## src/rtl/rv_regbank8.sv

```systemverilog
// rv_regbank8: 8-entry register bank, x0 hardwired to zero, two registered read ports with write bypass, sticky multi-hot write error
module rv_regbank8 #(
  parameter int WIDTH = 32
) (
  input  logic             clk,
  input  logic             rst,
  input  logic [7:0]       we_onehot,
  input  logic [WIDTH-1:0] wr_data,
  input  logic             rd_req,
  input  logic [2:0]       ra_addr,
  input  logic [2:0]       rb_addr,
  output logic             rd_valid,
  output logic [WIDTH-1:0] ra_data,
  output logic [WIDTH-1:0] rb_data,
  output logic             we_err,
  input  logic             err_clr
);
  logic [WIDTH-1:0] regs [8];
  logic             multi;
  logic [WIDTH-1:0] ra_next, rb_next;
  always_comb begin
    multi   = (we_onehot & (we_onehot - 8'd1)) != 8'd0;
    ra_next = ra_addr == 3'd0 ? '0 : (!multi && we_onehot[ra_addr]) ? wr_data : regs[ra_addr];
    rb_next = rb_addr == 3'd0 ? '0 : (!multi && we_onehot[rb_addr]) ? wr_data : regs[rb_addr];
  end
  always_ff @(posedge clk) begin
    for (int i = 0; i < 8; i++)
      regs[i] <= rst ? '0 : (i != 0 && we_onehot[i] && !multi) ? wr_data : regs[i];
    rd_valid <= !rst && rd_req;
    ra_data  <= rst ? '0 : rd_req ? ra_next : ra_data;
    rb_data  <= rst ? '0 : rd_req ? rb_next : rb_data;
    we_err   <= rst ? 1'b0 : multi ? 1'b1 : err_clr ? 1'b0 : we_err;
  end
endmodule

```

## config.mk

```make
export PLATFORM = sky130hd
export DESIGN_NAME = rv_regbank8
export DESIGN_NICKNAME = d
export VERILOG_FILES = /design/src/rtl/rv_regbank8.sv
export SDC_FILE = /design/constraint.sdc
export NUM_CORES = 1
export LEC_CHECK = 0
export BUFFER_PORTS_ARGS = -buffer_cell sky130_fd_sc_hd__buf_2
export CAP_MARGIN = 20
export CORE_ASPECT_RATIO = 1.1
export CORE_MARGIN = 2
export CORE_UTILIZATION = 60
export DETAILED_ROUTE_END_ITERATION = 8
export GPL_ROUTABILITY_DRIVEN = 0
export PLACE_DENSITY = 0.82
export SKIP_CTS_REPAIR_TIMING = 1
export SKIP_LAST_GASP = 1
export SLEW_MARGIN = 10
export SYNTH_ARGS = -nofsm -noshare
export SYNTH_HDL_FRONTEND = slang
export SYNTH_SLANG_ARGS = --single-unit
```

## constraint.sdc

```tcl
create_clock -name clk -period 6.12 [get_ports clk]
set_input_delay 0.918 -clock clk [delete_from_list [all_inputs] [get_ports clk]]
set_output_delay 0.918 -clock clk [all_outputs]
set_load 0.005 [all_outputs]
```

# Yosys cells after proc, flatten, opt, wreduce, memory -nomap -nowiden
# Memory sizes are Yosys's and may differ from the RTL's.
# Index checks and enable logic that the tools add are counted.
# word_totals
register_bits	66
ramBits	256
inputBits	50
wordCells	58
n_memories	1
# op_classes
n_addsub	1
n_lt_le_gt_ge	2
n_eq_ne	8
n_mux	25
bitwise_logic	1
n_reduce_logical	16
# mem_list
name	words	word_bits	rd	rd_ports_with_merged_regs	wr	line	text
regs	8	32	2	0	8	18	logic [WIDTH-1:0] regs [8];
# op_table
op	count
two-way mux 32 bit	19
inequality test 2 bit, second input constant	7
logical AND 1 bit	10
AND 8 bit	1
less-than comparator 3 x 4 -> 1 bit, second input constant	2
nonzero test 8 bit	1
subtractor 8 x 1 -> 8 bit, second input constant	1
binary-select mux 1 bit (select 3 bit)	2
zero test 3 bit	2
two-way mux 1 bit	4
zero test 1 bit	2
nonzero test 2 bit	1
inequality test 1 bit, second input constant	1

# Depth between registers and ports, before layout
# Gate-level depths: netlist of the first run.
# depth
ltp_word	7
ltp_mapped	8
depth_no_buf	5

# Worst setup path before layout of the first run
# Ideal clock, no wire load.
# synth_timing
path_kind	in2reg
start	input we_onehot[2]
end	memory regs[1][0], enable pin
setup_ns	0.388
arrival_time_ns	2.875
required_time_ns	5.732
path_slack_ns	2.857
path_stages	5
path_buffers	0
cell_sequence	or4_4 > nor3_1 > nor3_2 > nor2_1 > a21o_1
# synth_rtl
item	line	text
start: declaration	7	input logic [7:0] we_onehot,
end: declaration	18	

==> results.yml, run 1 <==
global_routing:
  vias_in_the_first_global_route: 9391
  globalRouteTotalUtil: 0.289
  global_route.overflow_total: 0
  wire_length_of_the_first_global_routing_pass_mm: 52.8
  largest_net_degree_at_the_start_of_global_routing: 67
  number_of_antenna_violations_at_the_first_check_in_global_routing: 0
finish:
  drive_above_1_share: 0.345
  multi_input_comb_area_sq_um: 5210
  antenna_cells_inserted: 0
  design.final.nets: 1126
  areaGrowthSynthToFinish_pct: 12.6
  area_of_all_sequential_standard_cells_sq_um: 8050
  layout.cells.most_common_list: "224 x edfxtp_1, 196 x nand2_1, 114 x buf_2"
  mostFrequentLayoutCell: "edfxtp_1"
  fillerInstances: 1513
setup_path:
  critical_path.n_buffers_inverters: 2
  cp_slowest_cell: "a21o_1"
  path_max_fanout: 17
  crit_path_end_kind: "register"
  cp_cell_sequence: "buf_2, or4_4, a211oi_2, nor3_2, nor2_1, a21o_1, buf_4"
  worst-endpoint-required_ns: 6.33
  critPathLaunchType: "input pin"
  slowest_delay_ns: 0.79
  critical_path_arrival_ns: 3.62
  crit_type: "in2reg"
  critPathTopFamily: "simple AND/OR/NAND/NOR gates"
clock_tree:
  cts.reportedPaths.clkPinSlew_ns: 0.06
  clock_tree_sinks: 290
  cts-buffers-inserted: 29
  cts_tree: "done"
  clock_latency_ns: 0.55
  clock_tree.htree_level_count: 1
  clk_root_buffer_cell: "clkbuf_16"
  cts_buffer_depth: 3
synth:
  combinational_family_with_the_most_area_after_synthesis: "multiplexers"
  post_synth_num_cell_types: 33
  synthesis.nets: 1040
  synth_xor_xnor_area_share: 0
  synth.ff_latch_count: 290
  synth.avg_cell_area_sq_um: 13.9
  synth-compound-area-share: 0.128
  synthAdderAreaFrac: 0
  synth_seq_area_share: 0.584
  post_synth_inst_count: 990
  synthMuxAreaShare: 0.167
  ys.warnings.count: 0
  post_synth_and_or_nand_nor_area_fraction: 0.0817
  syn_area_sq_um: 13800
timing:
  worst-slew-pin-transition_ns: 1.15
  layout_worst_path_cycle_share: 0.556
  post-route-min-period_ns: 3.40
  rsz0062_at_grt: "false"
  setup_violation_total_in_the_final_timing_report: 0
  fmaxAchievable_mhz: 294
  slew_viol_final: 0
  skew_ns: 0.0124
  setup_tns_ns: 0
  max_slew_margin: 0.228
  timing_hold_violations_final: 0
  final.hold.worst_slack_ns: 0.461
die:
  design.die.area_sq_um: 24200
  num_io_pins: 116
  die_h_um: 163
  core-area_sq_um: 22700
  floorplan.rows: 58
  dieWidth_um: 148
  floorplan.initialDensity: 0.606
power_and_ir_drop:
  p_leak_nw: 5.70
  power.share.combinational: 0.113
  power.sequential.fraction: 0.493
  p_int_mw: 3.71
  vdd.ir_drop.worst_v: 0.000251
  clock_power_frac: 0.393
  powerDensity_nw_per_um2: 311
  power.net_switching_mw: 1.12
  p_total_mw: 4.83
  switching_share: 0.232
flow_run:
  max_cap_violations: 0
run_status:
  run_status: "completed"
drt:
  post_drt_via_cell_ratio: 6.61
  wirelength_mm: 34.6
  drt-initial-drc-count: 777
  ant_nets: 0
  drt_drc_violations_left: 0
  drtPass1Iterations: 5
  num_vias: 9232
  route.detailed.wl_per_inst_um: 24.7
worst_hold_path:
  hold_path_class: "reg2reg"
placement:
  numPortBuffers: 115
  dpl.hpwl_mm: 19.6
[state kept, by name (all words and copies together) (netlist names)]
name / cells
ra_data: 32
rb_data: 32
rd_valid: 1
regs: 224
we_err: 1
[through the flow]
stage / cell area, sq um / worst slack [ns] / util / cells
after floorplan: 13800 / 2.86 / - / 990
after global placement: 14500 / 2.29 / 0.637 / 1345
after detailed placement: 14500 / 2.22 / 0.637 / 1345
after CTS: 15500 / 2.79 / 0.683 / 1397
after global routing: 15500 / 2.62 / 0.683 / 1397
final: 15500 / 2.72 / 0.683 / 1397
[logic make-up after synthesis]
kind of cell           after synthesis
buffers and inverters              112
AO/OA/AOI/OAI                      201
AND/OR/NAND/NOR                    251
multiplexers                       136
flip-flops                         290
[Yosys cell counts]
master / instances / area, sq um
edfxtp_1: 224 / 6730
nand2_1: 196 / 736
dfxtp_1: 66 / 1320
mux4_2: 66 / 1490
mux2_2: 64 / 721
a22oi_1: 63 / 473
o21ai_0: 53 / 265
o221ai_2: 53 / 796
clkbuf_1: 37 / 139
nand2b_1: 34 / 213
inv_1: 33 / 124
buf_2: 19 / 95.1
buf_6: 12 / 135
buf_1: 11 / 41.3
o21ai_1: 11 / 55.1
o221ai_1: 11 / 96.3
a21o_1: 6 / 45.0
nor2_1: 6 / 22.5
mux2i_1: 4 / 40.0
nor2b_1: 3 / 18.8
nor3_1: 3 / 15.0
mux4_1: 2 / 52.6
nand4b_4: 2 / 47.6
nor3_4: 2 / 32.5
a211oi_2: 1 / 12.5
a21o_2: 1 / 8.76
a21oi_1: 1 / 5.00
and2_1: 1 / 6.26
nor3_2: 1 / 10.0
nor4_1: 1 / 6.26
o22a_2: 1 / 10.0
or2_2: 1 / 6.26
or4_4: 1 / 11.3
[power groups by stage]
stage	registers, mW	clock network (mW)	logic (mW)
after CTS	2.38	1.91	0.546
final	2.38	1.90	0.547
after global routing	2.40	1.99	0.591
after global placement	2.40	0	0.529
after floorplan	2.39	0	0.380
after detailed placement	2.42	0	0.541
[worst reg2reg max path: cells and delay by family (launching register included)]
kind               cells  cell delay [ns]
muxes                  1             0.51
AOI/OAI and AO/OA      2             0.21
DFF                    1             0.43
and+or+nand+nor        2             0.23
[final timing paths]
path | startpoint | endpoint | slack (ns) | cells past startpoint
setup reg to reg | regs[7][7] | ra_data[7] | 4.60 | 5
hold reg to reg | rb_data[0] | rb_data[0] | 0.46 | 2
hold / removal | rb_data[0] | rb_data[0] | 0.46 | 2
setup / recovery | we_onehot[2] | regs[4][28] | 2.72 | 7
[layout make-up]
class | count | area share
clock inverters | 9 | 0.00968
multi-input cells | 588 | 0.336
clock buffers | 43 | 0.0568
flip-flops and latches | 290 | 0.519
repair buffers | 134 | 0.0465
well taps | 300 | 0.0242
inverters | 33 | 0.00799
[routing by layer]
layer  vias up  track usage  routed length, um
li1       3991            -                  -
met1      4596        0.360              12400
met2       539        0.504              17800
met3       106       0.0378               2960
met4         0        0.133               1400
met5         -            0                  0
(Power assumes the default switching activity.)
==> run 2: changes to the inputs <==
ABC_AREA = 1   (was not set)
clock period = 3.3 ns   (was 6.12 ns; I/O delays follow)
==> run 2 against run 1 <==
Global-route usage grew 2.9 points. Sequential power grew 84%. Final cell count grew 56%. Hold slack lost 0.25 ns. Clock-buffer cell count shrank 1. Clock power grew 62%. Combinational power grew 130%. Design area grew 6.3%. Via count grew 43%. First-iteration DRC count grew 110%. Highest routed layer unchanged.
==> results.yml, run 2 <==
run_status:
  run_status: "completed"
timing:
  fmaxAchievable_mhz: 475
  slew_viol_final: 0
  worst-slew-pin-transition_ns: 0.802
  setup_violation_total_in_the_final_timing_report: 0
  max_slew_margin: 0.466
  rsz0062_at_grt: "false"
  post-route-min-period_ns: 2.11
  skew_ns: 0.00662
  setup_tns_ns: 0
  timing_hold_violations_final: 0
  layout_worst_path_cycle_share: 0.638
finish:
  largest_register_ff_count: 224
  antenna_cells_inserted: 0
  fillerInstances: 1896
  final_util: 0.674
  mostFrequentLayoutCell: "nand2_1"
  areaGrowthSynthToFinish_pct: 10.3
  area_of_all_sequential_standard_cells_sq_um: 8050
  layoutNonFillerInstCount: 2174
  design.final.nets: 1892
  layout.cells.most_common_list: "617 x nand2_1, 224 x edfxtp_1, 173 x inv_1"
  largestRegisters: "regs (224), ra_data (32), rb_data (32)"
  largest_register: "regs"
  multi_input_comb_area_sq_um: 5570
  drive_above_1_share: 0.112
global_routing:
  largest_net_degree_at_the_start_of_global_routing: 175
  globalRouteTotalUtil: 0.318
  global_route.overflow_total: 0
  wire_length_of_the_first_global_routing_pass_mm: 65.7
  number_of_antenna_violations_at_the_first_check_in_global_routing: 1
  vias_in_the_first_global_route: 12900
synth:
  postSynth.asyncResetShare: 0
  synth_edf_count: 224
  yosys.cell_count.top_type: "nand2_1"
  synth_top_cells_by_area: "edfxtp_1 45%, nand2_1 15%, dfxtp_1 8.8%"
  post_synth_inst_count: 1797
  ys_dominant_reg_cell: "edfxtp_1"
  syn_area_sq_um: 15000
  synth_seq_area_share: 0.538
  synth.avg_cell_area_sq_um: 8.32
  synth.ff_latch_count: 290
  synth_top_cell_by_area: "edfxtp_1"
  post_synth_num_cell_types: 21
  synth_largest_type_area_fraction: 0.450
  ys.warnings.count: 0
  synthesis.nets: 1847
  synthTopCellsByCount: "617 x nand2_1, 224 x edfxtp_1, 174 x inv_1"
setup_path:
  worst-endpoint-required_ns: 3.77
  crit_type: "in2reg"
  critical_path_arrival_ns: 2.57
  cp_cell_sequence: "buf_2, nor2_1, nand2_1, nand2_1, nand3_2, nor2_4, buf_4, nand2_2, buf_12, nand2_1, nand3_1, a21oi_1"
  critical_path.n_buffers_inverters: 3
  slowest_delay_ns: 0.44
  cp_slowest_cell: "buf_4"
  path_max_fanout: 37
  critPathTopFamily: "simple AND/OR/NAND/NOR gates"
  worst_path_most_repeated_cell: "nand2_1"
  critPathLaunchType: "input pin"
  crit_path_end_kind: "register"
die:
  die_h_um: 170
  num_io_pins: 116
  design.die.area_sq_um: 26200
  floorplan.initialDensity: 0.611
  core-area_sq_um: 24500
  floorplan.rows: 60
  dieWidth_um: 155
power_and_ir_drop:
  vdd.ir_drop.worst_v: 0.000532
  p_leak_nw: 7.26
  powerDensity_nw_per_um2: 527
drt:
  wirelength_mm: 42.2
  drt_drc_violations_left: 0
  post_drt_via_cell_ratio: 6.09
  drtPass1Iterations: 6
  ant_nets: 0
  num_vias: 13200
  route.detailed.wl_per_inst_um: 19.4
  drt-initial-drc-count: 1635
flow_run:
  max_cap_violations: 0
placement:
  numPortBuffers: 115
  dpl.hpwl_mm: 23.8
  dp.cells: 2121
worst_hold_path:
  hold_path_class: "in2reg"
clock_tree:
  cts_tree: "done"
  clock_latency_ns: 0.54
  clock_tree.htree_level_count: 1
  clock_tree_sinks: 290
  cts_buffer_depth: 3
  cts.reportedPaths.clkPinSlew_ns: 0.06
  cts-buffers-inserted: 29
  clk_root_buffer_cell: "clkbuf_16"
==> run 2: cell types whose count changed after synthesis, moves of 64 or more <==
cell,previous run,this run
a21oi_1,1,128
inv_1,33,174
mux2_2,64,0
mux4_2,66,0
nand2_1,196,617
nand3_1,0,147
o211ai_1,0,123
o21ai_0,53,129
==> run 2: worst paths after layout <==
path / from / end / slack, ns / cells after the start
max: we_onehot[2] / ra_data[27] / 1.19 / 12
min: err_clr / we_err / 0.21 / 4
max reg2reg: regs[7][12] / rb_data[12] / 1.93 / 8
min reg2reg: rb_data[16] / rb_data[16] / 0.46 / 2
==> run 2: power breakdown <==
group | switching (mW) | total (mW) | leakage [nW] | internal [mW]
Sequential | 0.113 | 4.37 | 2.71 | 4.25
Combinational | 0.859 | 1.25 | 4.13 | 0.387
Clock | 1.34 | 3.08 | 0.425 | 1.74
==> run 2: layout make-up <==
cell class | count | area share
sequential | 290 | 0.488
tap | 310 | 0.0235
inverter | 180 | 0.0410
clock inverter | 11 | 0.00493
timing repair buffer | 149 | 0.0569
multi-input combinational | 1192 | 0.338
clock buffer | 42 | 0.0482
==> run 2: logic make-up (layout without fill, tap and decap cells) <==
logic type             Yosys count  in the layout  synth area share
buffers and inverters          315            382            0.0935
flip-flops                     290            290             0.538
AND/OR/NAND/NOR                809            809             0.218
AO/OA/AOI/OAI                  383            383             0.150
==> run 2: metal layers <==
layer  routed length [um]  share of wire  global-route usage
met1                15500           0.37               0.386
met2                20000           0.47               0.548
met3                 4650           0.11              0.0603
met4                 2000          0.047               0.154
met5                    0              0                   0
==> run 2: per-stage QoR <==
| stage | hold slack, ns | cell area, sq um | power [mW] | setup slack, ns |
|---|---|---|---|---|
| floorplan | 0.460 | 15000 | 5.25 | -0.734 |
| global placement | 0.450 | 15600 | 5.59 | 0.855 |
| detailed placement | 0.452 | 15600 | 5.65 | 0.715 |
| CTS | 0.192 | 16500 | 8.68 | 1.26 |
| global route | 0.203 | 16500 | 9.01 | 1.11 |
| finish | 0.207 | 16500 | 8.69 | 1.19 |
==> run 2: worst min-delay path: stages <==
cell     delay (ns)
buf_2          0.07
inv_1          0.03
nand2_1        0.05
a21oi_1        0.05
